**config.mk**
```make
export PLATFORM = sky130hd
export DESIGN_NAME = nvdla_bdma_mcif_rd_responder_flat
export DESIGN_NICKNAME = d
export VERILOG_FILES = /design/src/rtl/nvdla_bdma_rsp_pkg.sv /design/src/rtl/nvdla_bdma_mcif_rd_responder_if.sv /design/src/rtl/nvdla_bdma_rsp_req_fifo.sv /design/src/rtl/nvdla_bdma_mcif_rd_responder.sv /design/src/flat_wrapper.sv
export SDC_FILE = /design/constraint.sdc
export NUM_CORES = 1
export LEC_CHECK = 0
export CELL_PAD_IN_SITES_DETAIL_PLACEMENT = 1
export CELL_PAD_IN_SITES_GLOBAL_PLACEMENT = 1
export CORE_MARGIN = 2
export CORE_UTILIZATION = 41
export CTS_BUF_LIST = sky130_fd_sc_hd__clkbuf_4
export DETAILED_ROUTE_END_ITERATION = 16
export PLACE_DENSITY = 0.92
export SLEW_MARGIN = 10
export SYNTH_ARGS = -nofsm -noshare
export SYNTH_HDL_FRONTEND = slang
export SYNTH_SLANG_ARGS = --single-unit
```
**constraint.sdc**
```tcl
create_clock -name nvdla_core_clk -period 5.3 [get_ports nvdla_core_clk]
set_input_delay 1.06 -clock nvdla_core_clk [delete_from_list [all_inputs] [get_ports nvdla_core_clk]]
set_output_delay 1.06 -clock nvdla_core_clk [all_outputs]
set_load 0.005 [all_outputs]
```
**src/rtl/nvdla_bdma_rsp_pkg.sv**
```systemverilog
// Shared definitions for the BDMA read responder: bus widths, field offsets
// inside the request/response payloads, the FSM state type and the
// address-derived atom data pattern.
package nvdla_bdma_rsp_pkg;

    localparam int REQ_PD_W   = 79;
    localparam int RSP_PD_W   = 514;
    localparam int ADDR_W     = 64;
    localparam int SIZE_W     = 15;
    localparam int ATOM_BYTES = 32;
    localparam int ATOM_W     = 256;

    // Request payload: {size, address}
    localparam int REQ_ADDR_LSB  = 0;
    localparam int REQ_SIZE_LSB  = 64;

    // Response payload: {mask, atom1, atom0}
    localparam int RSP_ATOM0_LSB = 0;
    localparam int RSP_ATOM1_LSB = 256;
    localparam int RSP_MASK_LSB  = 512;

    typedef enum logic [1:0] {
        IDLE   = 2'd0,
        WAIT   = 2'd1,
        STREAM = 2'd2
    } state_e;

    // An atom carries its own byte address replicated across 256 bits.
    function automatic logic [ATOM_W-1:0] atom_data(input logic [ADDR_W-1:0] addr);
        return {4{addr}};
    endfunction

endpackage

```
**src/rtl/nvdla_bdma_mcif_rd_responder_if.sv**
```systemverilog
// BDMA read request / response / credit-return bundle.
//
// Handshake: a transfer happens on a rising edge where valid and ready are
// both high. The source keeps valid high and its pd stable until that edge;
// ready may change freely and never depends combinationally on valid.
// The credit pop is a plain strobe: one credit returned per cycle it is high.
interface nvdla_bdma_mcif_rd_responder_if;
    import nvdla_bdma_rsp_pkg::*;

    logic                bdma2mcif_rd_req_valid;
    logic                bdma2mcif_rd_req_ready;
    logic [REQ_PD_W-1:0] bdma2mcif_rd_req_pd;
    logic                mcif2bdma_rd_rsp_valid;
    logic                mcif2bdma_rd_rsp_ready;
    logic [RSP_PD_W-1:0] mcif2bdma_rd_rsp_pd;
    logic                bdma2mcif_rd_cdt_lat_fifo_pop;

    // Requester (BDMA) side
    modport master (
        output bdma2mcif_rd_req_valid,
        input  bdma2mcif_rd_req_ready,
        output bdma2mcif_rd_req_pd,
        input  mcif2bdma_rd_rsp_valid,
        output mcif2bdma_rd_rsp_ready,
        input  mcif2bdma_rd_rsp_pd,
        output bdma2mcif_rd_cdt_lat_fifo_pop
    );

    // Responder (memory) side
    modport slave (
        input  bdma2mcif_rd_req_valid,
        output bdma2mcif_rd_req_ready,
        input  bdma2mcif_rd_req_pd,
        output mcif2bdma_rd_rsp_valid,
        input  mcif2bdma_rd_rsp_ready,
        output mcif2bdma_rd_rsp_pd,
        input  bdma2mcif_rd_cdt_lat_fifo_pop
    );

endinterface

```
**src/rtl/nvdla_bdma_rsp_req_fifo.sv**
```systemverilog
// Flop-based request queue. Both status flags are registered so that the
// request ready seen by the BDMA comes straight from a flop.
module nvdla_bdma_rsp_req_fifo
    import nvdla_bdma_rsp_pkg::*;
#(
    parameter int DEPTH = 4
) (
    input  logic                clk,
    input  logic                rstn,
    input  logic                push_i,
    input  logic [REQ_PD_W-1:0] push_pd_i,
    input  logic                pop_i,
    output logic [REQ_PD_W-1:0] pop_pd_o,
    output logic                not_full_o,
    output logic                not_empty_o
);

    localparam int PTR_W = (DEPTH > 1) ? $clog2(DEPTH) : 1;
    localparam int CNT_W = PTR_W + 1;

    logic [REQ_PD_W-1:0] mem_q [DEPTH];
    logic [PTR_W-1:0]    wr_ptr_q, rd_ptr_q;
    logic [CNT_W-1:0]    count_q, count_d;
    logic                not_full_q, not_empty_q;

    // Occupancy after this cycle's push/pop
    always_comb begin
        count_d = count_q;
        if (push_i && !pop_i) begin
            count_d = count_q + 1'b1;
        end else if (!push_i && pop_i) begin
            count_d = count_q - 1'b1;
        end
    end

    // Pointers, occupancy and registered flags; ready stays low during reset
    always_ff @(posedge clk) begin
        if (!rstn) begin
            wr_ptr_q    <= '0;
            rd_ptr_q    <= '0;
            count_q     <= '0;
            not_full_q  <= 1'b0;
            not_empty_q <= 1'b0;
        end else begin
            if (push_i) wr_ptr_q <= wr_ptr_q + 1'b1;
            if (pop_i)  rd_ptr_q <= rd_ptr_q + 1'b1;
            count_q     <= count_d;
            not_full_q  <= (count_d != CNT_W'(DEPTH));
            not_empty_q <= (count_d != '0);
        end
    end

    // Storage array; contents are don't-care until written
    always_ff @(posedge clk) begin
        if (push_i) mem_q[wr_ptr_q] <= push_pd_i;
    end

    assign pop_pd_o    = mem_q[rd_ptr_q];
    assign not_full_o  = not_full_q;
    assign not_empty_o = not_empty_q;

endmodule

```
**src/rtl/nvdla_bdma_mcif_rd_responder.sv**
```systemverilog
// Memory stand-in for the BDMA read channel: queues read requests, waits a
// fixed latency, then streams two-atom response beats whose data is derived
// from the atom address. Beat issue is limited by latency-FIFO credits.
// Optional build macro NVDLA_BDMA_RSP_BACKPRESSURE_EN adds LFSR-driven
// throttling of request ready and new response beats.
module nvdla_bdma_mcif_rd_responder
    import nvdla_bdma_rsp_pkg::*;
#(
    parameter int REQ_DEPTH      = 4,
    parameter int LATENCY        = 8,
    parameter int LAT_FIFO_DEPTH = 16
) (
    input  logic                                 nvdla_core_clk,
    input  logic                                 nvdla_core_rstn,
    nvdla_bdma_mcif_rd_responder_if.slave        bus,
    output logic                                 rsp_credit_ovf,
    output logic                                 rsp_idle,
    output state_e                               dbg_state,
    output logic [$clog2(LAT_FIFO_DEPTH+1)-1:0]  dbg_credits
);

    localparam int LAT_W = $clog2(LATENCY + 1);
    localparam int CDT_W = $clog2(LAT_FIFO_DEPTH + 1);
    localparam logic [CDT_W-1:0]  CDT_FULL = CDT_W'(LAT_FIFO_DEPTH);
    localparam logic [ADDR_W-1:0] ONE_ATOM = ADDR_W'(ATOM_BYTES);

    state_e              state_q, state_d;
    logic [ADDR_W-1:0]   cur_addr_q, cur_addr_d;
    logic [SIZE_W:0]     atoms_left_q, atoms_left_d;
    logic [LAT_W-1:0]    lat_cnt_q, lat_cnt_d;
    logic [CDT_W-1:0]    credits_q, credits_d;
    logic                rsp_valid_q, rsp_valid_d;
    logic [RSP_PD_W-1:0] rsp_pd_q, rsp_pd_d;
    logic                ovf_q, ovf_d;

    logic [REQ_PD_W-1:0] fifo_pd;
    logic                fifo_not_full, fifo_not_empty;
    logic                fifo_push, fifo_pop;
    logic                req_gate, issue_gate;
    logic                accept, cdt_pop, load, two_atoms, stream_win;
    logic [CDT_W:0]      cdt_sum;

`ifdef NVDLA_BDMA_RSP_BACKPRESSURE_EN
    logic [15:0] lfsr_q;

    // Free-running Fibonacci LFSR, taps 16,14,13,11
    always_ff @(posedge nvdla_core_clk) begin
        if (!nvdla_core_rstn) begin
            lfsr_q <= 16'hACE1;
        end else begin
            lfsr_q <= {lfsr_q[14:0], lfsr_q[15] ^ lfsr_q[13] ^ lfsr_q[12] ^ lfsr_q[10]};
        end
    end

    assign req_gate   = (lfsr_q[1:0] != 2'b00);
    assign issue_gate = (lfsr_q[3:2] != 2'b00);
`else
    assign req_gate   = 1'b1;
    assign issue_gate = 1'b1;
`endif

    assign bus.bdma2mcif_rd_req_ready = fifo_not_full & req_gate;
    assign fifo_push = bus.bdma2mcif_rd_req_valid & bus.bdma2mcif_rd_req_ready;
    assign accept    = rsp_valid_q & bus.mcif2bdma_rd_rsp_ready;
    assign cdt_pop   = bus.bdma2mcif_rd_cdt_lat_fifo_pop;

    nvdla_bdma_rsp_req_fifo #(
        .DEPTH (REQ_DEPTH)
    ) u_req_fifo (
        .clk         (nvdla_core_clk),
        .rstn        (nvdla_core_rstn),
        .push_i      (fifo_push),
        .push_pd_i   (bus.bdma2mcif_rd_req_pd),
        .pop_i       (fifo_pop),
        .pop_pd_o    (fifo_pd),
        .not_full_o  (fifo_not_full),
        .not_empty_o (fifo_not_empty)
    );

    // Next-state, beat construction and credit accounting
    always_comb begin
        state_d      = state_q;
        cur_addr_d   = cur_addr_q;
        atoms_left_d = atoms_left_q;
        lat_cnt_d    = lat_cnt_q;
        credits_d    = credits_q;
        rsp_valid_d  = rsp_valid_q;
        rsp_pd_d     = rsp_pd_q;
        ovf_d        = ovf_q;
        fifo_pop     = 1'b0;

        // Credits that will remain once this cycle's accept/pop settle; a new
        // beat may only be presented if one is left for it.
        cdt_sum    = {1'b0, credits_q} + {{CDT_W{1'b0}}, cdt_pop} - {{CDT_W{1'b0}}, accept};
        // The last WAIT cycle already counts as streaming so the first beat
        // appears exactly LATENCY cycles after the dequeue.
        stream_win = (state_q == STREAM) || ((state_q == WAIT) && (lat_cnt_q == '0));
        two_atoms  = (atoms_left_q != 1);
        load       = stream_win && (atoms_left_q != '0) && (!rsp_valid_q || accept) &&
                     (cdt_sum != '0) && issue_gate;

        case (state_q)
            IDLE: begin
                if (fifo_not_empty) fifo_pop = 1'b1;
            end
            WAIT: begin
                if (lat_cnt_q == '0) state_d = STREAM;
                else                 lat_cnt_d = lat_cnt_q - 1'b1;
            end
            STREAM: begin
                // Every atom has been loaded; finishing means the last beat is taken
                if (accept && (atoms_left_q == '0)) begin
                    state_d = IDLE;
                    if (fifo_not_empty) fifo_pop = 1'b1;
                end
            end
            default: state_d = IDLE;
        endcase

        if (fifo_pop) begin
            cur_addr_d   = fifo_pd[REQ_ADDR_LSB +: ADDR_W];
            atoms_left_d = {1'b0, fifo_pd[REQ_SIZE_LSB +: SIZE_W]} + 1'b1;
            lat_cnt_d    = LAT_W'(LATENCY - 1);
            state_d      = WAIT;
        end

        if (load) begin
            rsp_pd_d = '0;
            rsp_pd_d[RSP_ATOM0_LSB +: ATOM_W] = atom_data(cur_addr_q);
            if (two_atoms) begin
                rsp_pd_d[RSP_ATOM1_LSB +: ATOM_W] = atom_data(cur_addr_q + ONE_ATOM);
                rsp_pd_d[RSP_MASK_LSB +: 2]       = 2'b11;
                cur_addr_d   = cur_addr_q + ONE_ATOM + ONE_ATOM;
                atoms_left_d = atoms_left_q - 2'd2;
            end else begin
                rsp_pd_d[RSP_MASK_LSB +: 2]       = 2'b01;
                cur_addr_d   = cur_addr_q + ONE_ATOM;
                atoms_left_d = atoms_left_q - 1'b1;
            end
            rsp_valid_d = 1'b1;
        end else if (accept) begin
            rsp_valid_d = 1'b0;
        end

        if (cdt_pop && !accept) begin
            if (credits_q != CDT_FULL) credits_d = credits_q + 1'b1;
        end else if (accept && !cdt_pop) begin
            credits_d = credits_q - 1'b1;
        end
        if (cdt_pop && (credits_q == CDT_FULL)) ovf_d = 1'b1;
    end

    // State register; reset drops any outstanding burst
    always_ff @(posedge nvdla_core_clk) begin
        if (!nvdla_core_rstn) begin
            state_q      <= IDLE;
            cur_addr_q   <= '0;
            atoms_left_q <= '0;
            lat_cnt_q    <= '0;
            credits_q    <= CDT_FULL;
            rsp_valid_q  <= 1'b0;
            rsp_pd_q     <= '0;
            ovf_q        <= 1'b0;
        end else begin
            state_q      <= state_d;
            cur_addr_q   <= cur_addr_d;
            atoms_left_q <= atoms_left_d;
            lat_cnt_q    <= lat_cnt_d;
            credits_q    <= credits_d;
            rsp_valid_q  <= rsp_valid_d;
            rsp_pd_q     <= rsp_pd_d;
            ovf_q        <= ovf_d;
        end
    end

    assign bus.mcif2bdma_rd_rsp_valid = rsp_valid_q;
    assign bus.mcif2bdma_rd_rsp_pd    = rsp_pd_q;
    assign rsp_credit_ovf             = ovf_q;
    assign rsp_idle                   = !fifo_not_empty && (state_q == IDLE) && !rsp_valid_q;
    assign dbg_state                  = state_q;
    assign dbg_credits                = credits_q;

endmodule
```
**src/flat_wrapper.sv**
```systemverilog
// flat-port wrapper written by rule: the top's interface ports become plain ports
module nvdla_bdma_mcif_rd_responder_flat import nvdla_bdma_rsp_pkg::*;
#(
    parameter int REQ_DEPTH      = 4,
    parameter int LATENCY        = 8,
    parameter int LAT_FIFO_DEPTH = 16
)
  (nvdla_core_clk, nvdla_core_rstn, rsp_credit_ovf, rsp_idle, dbg_state, dbg_credits, bus_bdma2mcif_rd_req_valid, bus_bdma2mcif_rd_req_ready, bus_bdma2mcif_rd_req_pd, bus_mcif2bdma_rd_rsp_valid, bus_mcif2bdma_rd_rsp_ready, bus_mcif2bdma_rd_rsp_pd, bus_bdma2mcif_rd_cdt_lat_fifo_pop);
  nvdla_bdma_mcif_rd_responder_if bus_i ();
  input  logic nvdla_core_clk;
  input  logic nvdla_core_rstn;
  output logic rsp_credit_ovf;
  output logic rsp_idle;
  output state_e dbg_state;
  output logic [$clog2(LAT_FIFO_DEPTH+1)-1:0] dbg_credits;
  input wire logic [$bits(bus_i.bdma2mcif_rd_req_valid)-1:0] bus_bdma2mcif_rd_req_valid;
  output wire logic [$bits(bus_i.bdma2mcif_rd_req_ready)-1:0] bus_bdma2mcif_rd_req_ready;
  input wire logic [$bits(bus_i.bdma2mcif_rd_req_pd)-1:0] bus_bdma2mcif_rd_req_pd;
  output wire logic [$bits(bus_i.mcif2bdma_rd_rsp_valid)-1:0] bus_mcif2bdma_rd_rsp_valid;
  input wire logic [$bits(bus_i.mcif2bdma_rd_rsp_ready)-1:0] bus_mcif2bdma_rd_rsp_ready;
  output wire logic [$bits(bus_i.mcif2bdma_rd_rsp_pd)-1:0] bus_mcif2bdma_rd_rsp_pd;
  input wire logic [$bits(bus_i.bdma2mcif_rd_cdt_lat_fifo_pop)-1:0] bus_bdma2mcif_rd_cdt_lat_fifo_pop;
  assign bus_i.bdma2mcif_rd_req_valid = bus_bdma2mcif_rd_req_valid;
  assign bus_bdma2mcif_rd_req_ready = bus_i.bdma2mcif_rd_req_ready;
  assign bus_i.bdma2mcif_rd_req_pd = bus_bdma2mcif_rd_req_pd;
  assign bus_mcif2bdma_rd_rsp_valid = bus_i.mcif2bdma_rd_rsp_valid;
  assign bus_i.mcif2bdma_rd_rsp_ready = bus_mcif2bdma_rd_rsp_ready;
  assign bus_mcif2bdma_rd_rsp_pd = bus_i.mcif2bdma_rd_rsp_pd;
  assign bus_i.bdma2mcif_rd_cdt_lat_fifo_pop = bus_bdma2mcif_rd_cdt_lat_fifo_pop;
  nvdla_bdma_mcif_rd_responder #(.REQ_DEPTH(REQ_DEPTH), .LATENCY(LATENCY), .LAT_FIFO_DEPTH(LAT_FIFO_DEPTH)) u_core (.nvdla_core_clk(nvdla_core_clk), .nvdla_core_rstn(nvdla_core_rstn), .bus(bus_i), .rsp_credit_ovf(rsp_credit_ovf), .rsp_idle(rsp_idle), .dbg_state(dbg_state), .dbg_credits(dbg_credits));
endmodule
```
==> flow_summary_export.csv <==
group,metric,value,unit
outcome,status,"finished clean",
grt,grt_usage,28.0,%
setup_path,critical_path.startpoint,"u_core.cur_addr_q[8]",
synth,synth_cells,2564,
sta,timing_worst_slew_pin_value,1.18,ns
floorplanning,initial_utilization,41.3,%
clocking,reg_clk_slew_reported_paths,0.07,ns
sta,period_share,84.9,%
setup_path,worstSetupEndpointType,"flip-flop",
grt,grt_max_degree,107,
synth,synthArstFlopShare,0,%
detailed_routing,firstDrtPassIters,5,
sta,max_freq,222,MHz
synth,ys_dominant_reg_cell,"edfxtp_1",
sta,max_slew_margin,21.3,%
power,power_per_unit_of_standard_cell_area,488,nW/um^2
detailed_routing,drc,0,
sta,final_period_minus_worst_setup_slack,4.50,ns
finish,flow.area_growth_from_synthesis,22.3,%
clocking,cts_resized,0,
detailed_routing,vias,21626,
run,max_cap_violations,0,
synth,synth_seq_cells,550,
place,dpl.hpwl,71500,um
min_path,hp-start,"u_core.rsp_credit_ovf",
detailed_routing,routedWlPerCell,25.8,um
grt,antenna_violations_before_repair,13,
synth,synthTopCellsByCount,"buf_4, edfxtp_1, nand2_1",
sta,grt_setup_unrepaired,"false",
sta,whs,0.472,ns
synth,yosys-top-cells-area,"edfxtp_1, dfxtp_1, buf_4, mux4_2, nand2_1",
detailed_routing,final_antenna_net_count,0,
setup_path,timing.reg2reg.setup_slack,0.80,ns
setup_path,cp_data_required_time,6.14,ns
finish,share_of_post_route_cells_with_drive_strength_above_1,14.6,%
detailed_routing,drt_first_iter_violations,1995,
synth,cell_type_with_the_highest_aggregate_area_in_the_netlist,"edfxtp_1",
grt,grt_first_pass_wirelength,147000,um
power,vdd_ir_drop_max,0.426,mV
sta,tns,0,ns
power,total_leakage_power,0.0112,uW
clocking,clock_tree.htree_level_count,4,
finish,finalNetCount,2951,
floorplanning,io_pins,609,
synth,synth.net_count,2674,
setup_path,cp_max_fo,14,
floorplanning,area_of_the_placeable_core,66900,sq um
floorplanning,die_h,264,um
sta,finalSetupViolations,0,
clocking,clk_latency,0.99,ns
place,globalplace.congestion,0.932,
clocking,cts_setup_buffers,0,
clocking,cts.hold.buffers_added,0,
synth,synth_top_cell_area_share,34.3,%
detailed_routing,drt_wl_total,99100,um
setup_path,critPathKind,"flip-flop to flip-flop",
sta,finalMaxSlewViolations,0,
sta,number_of_hold_slack_violations_in_the_final_timing_report,0,
synth,post_synth_edffs,316,
clocking,ctsLongestPathBuffers,3,
floorplanning,rows,95,
min_path,min-delay-path-class,"flip-flop to flip-flop",
clocking,clock-sinks,550,
grt,gr-total-overflow,0,
synth,postSynthAreaPerCell,10.8,sq um
clocking,cts_root_buf,"clkbuf_4",
grt,first_global_vias,22382,
setup_path,worstReg2RegStart,"u_core.cur_addr_q[8]",
clocking,cts_tree,"yes",
synth,synthDistinctLibCells,87,
synth,synthMostInstantiatedCell,"buf_4",
floorplanning,fp.dieArea,69500,sq um
floorplanning,floorplan.die.width,264,um
detailed_routing,via_per_inst,5.63,
synth,synth.cell_area,27600,sq um
setup_path,crit_path_start_kind,"flip-flop",
place,port_buffers,608,
synth,synth.yosys.warnings,0,
synth,synth_seq_area_share,51.3,%
setup_path,timing.critical_path.arrival,5.34,ns
clocking,cts_inserted_buffers,146,
sta,skew,0.0632,ns
registers in the layout (all words and copies together), names as in the netlist, 3 cells and up, named ones only:
| name | count |
|---|---|
| u_core.atoms_left_q | 16 |
| u_core.u_req_fifo.mem_q | 316 |
| u_core.lat_cnt_q | 4 |
| u_core.bus.mcif2bdma_rd_rsp_pd | 130 |
| u_core.u_req_fifo.count_q | 3 |
| u_core.cur_addr_q | 64 |
| u_core.dbg_credits | 5 |
worst max-delay path: stages, from the launching register on:
cell and delay [ns]:
dfxtp_1 0.66, nand3_1 0.48, or4_4 0.73, nor4_1 0.42, xor2_1 0.18, buf_4 0.16
nand3_1 0.25, nand4b_2 0.52, nor4_1 0.56, mux2i_1 0.29, o21ai_0 0.13
per-layer routing:
metal / GRT usage [%] / share of wire (%) / vias up
li1: - / - / 9561
met1: 35.9 / 41 / 10934
met2: 45.9 / 48 / 949
met3: 6.69 / 7.4 / 170
met4: 10.8 / 3.2 / 12
met5: 0 / 0.084 / -
area by class of cell:
cell class,instances,area (sq um)
fill,7188,33100
sequential,550,14200
multi-input combinational,1440,9870
timing repair buffer,666,6570
clock buffer,216,1620
tap,873,1090
clock inverter,49,313
inverter,37,144
antenna,8,20.0
placed cells by master, fill, tap and decap left out, types with 23 or more instances in the layout:
cell             count
clkdlybuf4s50_1    607
edfxtp_1           316
nand2_1            312
dfxtp_1            232
clkbuf_4           216
a21oi_1            193
nor2_1             109
nand3_1            103
mux4_2              79
xnor2_1             60
buf_4               54
nand4_1             51
nor3_1              47
xor2_1              46
nor4_1              40
o21ai_0             38
inv_1               36
clkinv_1            30
and3_1              26
ha_1                24
and4_1              23
per-stage QoR:
stage	total power, uW	utilization (%)	std cells	cell area (sq um)	setup WS, ns
after global placement	12200	47.6	3566	31900	0.455
after CTS	16500	50.5	3831	33800	0.930
after floorplan	9800	-	2564	27600	1.29
after detailed placement	12500	47.6	3566	31900	0.259
final	16500	50.5	3839	33800	0.800
after global routing	17300	50.5	3834	33800	0.562
where the power goes:
part           internal, uW  total, uW  switching [uW]
combinational          2700       6350            3650
sequential             5250       6240             989
clock                  2040       3910            1880
worst paths after layout:
kind / to / cells past startpoint
hold / removal: u_core.rsp_credit_ovf / 2
hold reg to reg: u_core.rsp_credit_ovf / 2
setup / recovery: u_core.cur_addr_q[59] / 10
setup reg to reg: u_core.cur_addr_q[59] / 10
cell families (layout without fill, tap and decap cells):
family / count (synthesis) / count (layout) / synth area share (%)
simple gates: 838 / 838 / 15.5
buf+inv: 574 / 968 / 13.2
xor+xnor: 107 / 107 / 3.42
mux: 94 / 94 / 6.99
compound gates: 373 / 373 / 8.32
flops: 550 / 550 / 51.3
fa+ha+maj: 28 / 28 / 1.30
other cells: 0 / 8 / 0
No activity file was read; power rests on OpenSTA's default activity.
